**src/rtl/lii_out_packer.sv**
```systemverilog
// rtl/lii_out_packer.sv - round-robin packer of kernel streams into tagged PW-wide LII beats
// Optional idle-timeout flush of partial beats: define LII_OUT_FLUSH_EN.
module lii_out_packer #(
  parameter int NOUT         = 2,
  parameter int DW           = 8,
  parameter int PW           = 64,
  parameter int SRC_ID       = 0,
  parameter int DST_BASE     = 0,
  parameter int FLUSH_CYCLES = 16
) (
  input  logic               aclk,
  input  logic               arstn,
  input  logic [NOUT*DW-1:0] s_tdata,
  input  logic [NOUT-1:0]    s_tvalid,
  output logic [NOUT-1:0]    s_tready,
  output logic [PW-1:0]      lii_out_p0_tdata,
  output logic               lii_out_p0_tvalid,
  input  logic               lii_out_p0_tready,
  output logic [7:0]         lii_out_p0_src,
  output logic [7:0]         lii_out_p0_dst,
  output logic [7:0]         lii_out_p0_nlanes,
  output logic               ce
);

  localparam int K  = PW / DW;
  localparam int GW = (NOUT > 1) ? $clog2(NOUT) : 1;
  localparam int CW = $clog2(K + 1);

  typedef enum logic [1:0] {IDLE, FILL, COMMIT} state_t;

  state_t          state, state_nx;
  logic [GW-1:0]   g, rr, pick;
  logic            pick_ok;
  logic [CW-1:0]   count;
  logic [PW-1:0]   pack;
  logic            accept, push, pop, full, flush_hit;
  logic [1:0]      occ;
  logic [PW-1:0]   q_data [2];
  logic [7:0]      q_dst  [2];
  logic [7:0]      q_nl   [2];

  // Scan downward so the lowest offset from rr is the one that sticks.
  always_comb begin
    pick    = rr;
    pick_ok = 1'b0;
    for (int i = NOUT - 1; i >= 0; i--) begin
      if (s_tvalid[(int'(rr) + i) % NOUT]) begin
        pick    = GW'((int'(rr) + i) % NOUT);
        pick_ok = 1'b1;
      end
    end
  end

`ifdef LII_OUT_FLUSH_EN
  logic [7:0] flush_cnt;

  always_ff @(posedge aclk) begin
    if (!arstn || state != FILL || accept || count == '0) begin
      flush_cnt <= '0;
    end else begin
      flush_cnt <= flush_cnt + 8'd1;
    end
  end
`endif

  always_comb begin
    state_nx  = state;
    accept    = 1'b0;
    push      = 1'b0;
    flush_hit = 1'b0;
    s_tready  = '0;
    case (state)
      IDLE: if (pick_ok) state_nx = FILL;
      FILL: begin
        for (int i = 0; i < NOUT; i++) s_tready[i] = (g == GW'(i));
        accept = s_tvalid[g];
`ifdef LII_OUT_FLUSH_EN
        flush_hit = (count != '0) && !s_tvalid[g] && (flush_cnt == 8'(FLUSH_CYCLES - 1));
`endif
        if ((accept && count == CW'(K - 1)) || flush_hit) state_nx = COMMIT;
      end
      COMMIT: begin
        if (!full) begin
          push     = 1'b1;
          state_nx = IDLE;
        end
      end
      default: state_nx = IDLE;
    endcase
  end

  always_ff @(posedge aclk) begin
    if (!arstn) state <= IDLE;
    else        state <= state_nx;
  end

  always_ff @(posedge aclk) begin
    if (!arstn) begin
      g     <= '0;
      rr    <= '0;
      count <= '0;
      pack  <= '0;
    end else begin
      case (state)
        IDLE: begin
          if (pick_ok) begin
            g     <= pick;
            count <= '0;
          end
        end
        FILL: begin
          if (accept) begin
            pack[count*DW +: DW] <= s_tdata[g*DW +: DW];
            count                <= count + CW'(1);
          end
        end
        COMMIT: begin
          if (push) begin
            pack  <= '0;
            count <= '0;
            rr    <= (g == GW'(NOUT - 1)) ? '0 : g + GW'(1);
          end
        end
        default: ;
      endcase
    end
  end

  assign full = (occ == 2'd2);
  assign pop  = (occ != 2'd0) && lii_out_p0_tready;

  // Slot 0 is always the head; a pop shifts slot 1 down and a push lands behind what remains.
  always_ff @(posedge aclk) begin
    if (!arstn) begin
      occ <= '0;
      for (int i = 0; i < 2; i++) begin
        q_data[i] <= '0;
        q_dst[i]  <= '0;
        q_nl[i]   <= '0;
      end
    end else begin
      occ <= occ + {1'b0, push} - {1'b0, pop};
      if (pop) begin
        q_data[0] <= q_data[1];
        q_dst[0]  <= q_dst[1];
        q_nl[0]   <= q_nl[1];
        q_data[1] <= '0;
        q_dst[1]  <= '0;
        q_nl[1]   <= '0;
      end
      if (push) begin
        if (occ == 2'd0 || (occ == 2'd1 && pop)) begin
          q_data[0] <= pack;
          q_dst[0]  <= 8'(DST_BASE) + 8'(g);
          q_nl[0]   <= 8'(count);
        end else begin
          q_data[1] <= pack;
          q_dst[1]  <= 8'(DST_BASE) + 8'(g);
          q_nl[1]   <= 8'(count);
        end
      end
    end
  end

  assign lii_out_p0_tvalid = (occ != 2'd0);
  assign lii_out_p0_tdata  = q_data[0];
  assign lii_out_p0_dst    = q_dst[0];
  assign lii_out_p0_nlanes = q_nl[0];
  assign lii_out_p0_src    = 8'(SRC_ID);
  assign ce                = !full;

endmodule

```
**config.mk**
```make
export PLATFORM = sky130hd
export DESIGN_NAME = lii_out_packer
export DESIGN_NICKNAME = d
export VERILOG_FILES = /design/src/rtl/lii_out_packer.sv
export SDC_FILE = /design/constraint.sdc
export NUM_CORES = 1
export LEC_CHECK = 0
export ABC_CLOCK_PERIOD_IN_PS = 6000
export CORE_AREA = 2 2 154 156
export CTS_CLUSTER_SIZE = 40
export DETAILED_ROUTE_END_ITERATION = 8
export DIE_AREA = 0 0 156 158
export GPL_TIMING_DRIVEN = 0
export PLACE_DENSITY_LB_ADDON = 0.25
export SLEW_MARGIN = 20
export SYNTH_ARGS = -nofsm -noshare
export SYNTH_HDL_FRONTEND = slang
export SYNTH_SLANG_ARGS = --single-unit
```
**constraint.sdc**
```tcl
create_clock -name aclk -period 6 [get_ports aclk]
set_input_delay 1.2 -clock aclk [delete_from_list [all_inputs] [get_ports aclk]]
set_output_delay 1.2 -clock aclk [all_outputs]
set_load 0.005 [all_outputs]
```
==> run metrics <==
CTS root buf=clkbuf_16; top-area cell type share of the netlist area=45.5%; Initial DRT Pass Iterations=5; Slew Limit Headroom=approximately 45%; largest area contributor in the netlist=edfxtp_1; Area Overhead vs Synth=23.1%; total power=3.44 mW; worst vdd ir=around 0.18 mV; first-pass GRT wire length=just under 30 mm; Core ar.=around 0.023 sq mm; number of setup violations in the final report=0; via density per instance=approximately 5; CP max-delay cell=a2111oi_4; Core Util, Final=a little under 50%; CTS resizes=0; Syn Inst Count=about 700; most common cell after layout, fill and taps aside=edfxtp_1; count of flip-flops with a built-in enable after synthesis=138; Ports=approximately 110; GRT overflow=0; most frequent cells in the layout=138 x edfxtp_1, 93 x clkdlybuf4s50_1, 89 x buf_4; Die Wd=around 160 um; maxcap violations=0; slowest stage delay, CP=~0.80 ns; Top FF cell, synth=edfxtp_1; Port Buffers=93; Critical Path AT=~3.8 ns; Bufs on Longest Clock Path=3; clk_skew=~0.014 ns; share of cells above drive strength 1=between 15 and 20%; outcome=finished clean; Post-CTS Setup Bufs=0; total of flip-flops plus latches after synthesis=212; Worst setup SP type=input port; final wirelength=~19 mm; WL per Instance=16.4 um; required time worst endpoint=approximately 6.2 ns; Final Critical Period=3.64 ns; fin nets=slightly below 900; CP Capture Type=register; Sink Count=between 200 and 250; Async SR Flop Fraction=0%; number of global-route vias before repair=between 5k and 6k; Lkg Pwr=4.31 nW; Netlist cell types=about 50; initial core utilization=39.5%; # DRC=0; initial antenna violation count=0; gr usage total=between 15 and 20%; Max Clock Freq=275 MHz; register area share after synthesis=around three fifths; CTS tree=done; Hold Violations, Final=0; via count=5631; # H-tree levels=1; crit-path cells=clkdlybuf4s50_1, inv_1, a2111oi_4, clkbuf_1, or3_4, buf_16; antenna cells=0; Detail Route Antenna Nets=0; largest net degree at the start of global routing=55; DRT iter0 DRCs=between 300 and 400; Power Density=306 mW/mm^2; RSZ-0062 raised after global routing=false; clk slew on worst S/H paths=~0.06 ns; Inserted Clock Buffers=22; Hold-fix buffers, CTS=0; setup TNS=0 ns; Fillers=just over 2k; Yosys warnings=0; synthesized area=~0.0091 sq mm; share of the clock period used by the worst path=roughly 61%; die height=158 um; WS Path Type=in -> reg; Worst Tran Pin Value=0.825 ns; die area=between 0.02 and 0.025 sq mm; clock latency at the later pin of the worst-skew pair=0.51 ns; worst hold path class=reg -> reg; synthesized area per cell=roughly 13 sq um; critical path fanouts, max=54; top post-synthesis cells by area=edfxtp_1 45%, dfxtp_1 16%, a22o_1 8.2%, buf_4 7.3%, and2_1 5.5%; Site Rows=56; final slew viol count=0; DP Wirelength=12.7 mm; Routability Congestion=0.813
## stage by stage
step           setup slack [ns]  area [sq um]  cells  hold WS, ns
2_1_floorplan              2.04          9180    721        0.437
3_3_place_gp              0.102         10500   1104        0.465
3_5_place_dp               1.90         10500   1106        0.466
4_1_cts                    2.42         11200   1146        0.476
5_1_grt                    2.24         11200   1146        0.499
6_report                   2.36         11200   1146        0.472
## synth_stat cells (2+ instances only)
master,instances
a211oi_1,2
a21oi_1,5
a22o_1,85
and2_1,80
buf_1,6
buf_2,4
buf_4,89
buf_6,3
clkbuf_1,22
dfxtp_1,74
edfxtp_1,138
ha_1,7
inv_1,12
mux2_2,8
mux2i_1,25
nand2_1,43
nand2b_1,3
nand3_1,3
nand4_1,10
nor2_1,15
nor2b_1,3
nor3_1,3
nor3_4,3
nor4_1,2
o21ai_0,10
o21ai_1,2
o2bb2ai_1,16
or3_1,5
xnor2_1,3
## registers in the layout, summed over array words and instances (netlist names)
name / count
q_data: 128
pack: 64
q_nl: 8
count: 4
occ: 2
q_dst: 2
state: 2
g: 1
rr: 1
## cell families after synthesis
family | after synthesis | share of synthesized area (%)
compound gates | 131 | 12.1
xor+xnor | 4 | 0.385
fa+ha+maj | 7 | 0.961
buf+inv | 136 | 9.57
flops | 212 | 61.8
mux | 34 | 3.90
other cells | 1 | 0.0412
simple gates | 178 | 11.2
## worst paths after layout
kind                 start             end  slack, ns  cells after the start
setup / recovery     arstn  q_data[0][101]       2.36                      6
hold / removal    pack[53]        pack[53]       0.47                      2
setup reg to reg  state[0]  q_data[0][101]       3.12                      5
hold reg to reg   pack[53]        pack[53]       0.47                      2
## metal layers
layer	share of wire, %	track usage (%)	routed length (um)	up-vias
met1	47	21.5	8860	2686
met3	5.4	2.57	1010	35
met4	2.1	4.89	398	0
met5	0	0	0	-
li1	-	-	-	2743
met2	45	25.0	8540	167
## where the power goes
group / internal [mW] / total, mW / switching (mW)
Sequential: 1.68 / 1.71 / 0.0324
Combinational: 0.228 / 0.426 / 0.198
Clock: 0.759 / 1.30 / 0.537
## critical path, delay by kind of cell
family / cells / cell delay (ns)
AO/OA/AOI/OAI: 1 / 0.80
buffers and inverters: 4 / 1.39
AND/OR/NAND/NOR: 1 / 0.37
## final cells by class
cell class / count / area (sq um) / area share [%]
multi-input combinational: 373 / 2690 / 24.0
inverter: 12 / 45.0 / 0.402
tap: 290 / 363 / 3.24
timing repair buffer: 95 / 978 / 8.73
buffer: 124 / 827 / 7.38
clock inverter: 8 / 66.3 / 0.591
clock buffer: 32 / 619 / 5.52
sequential: 212 / 5630 / 50.2
(Power assumes the default switching activity.)
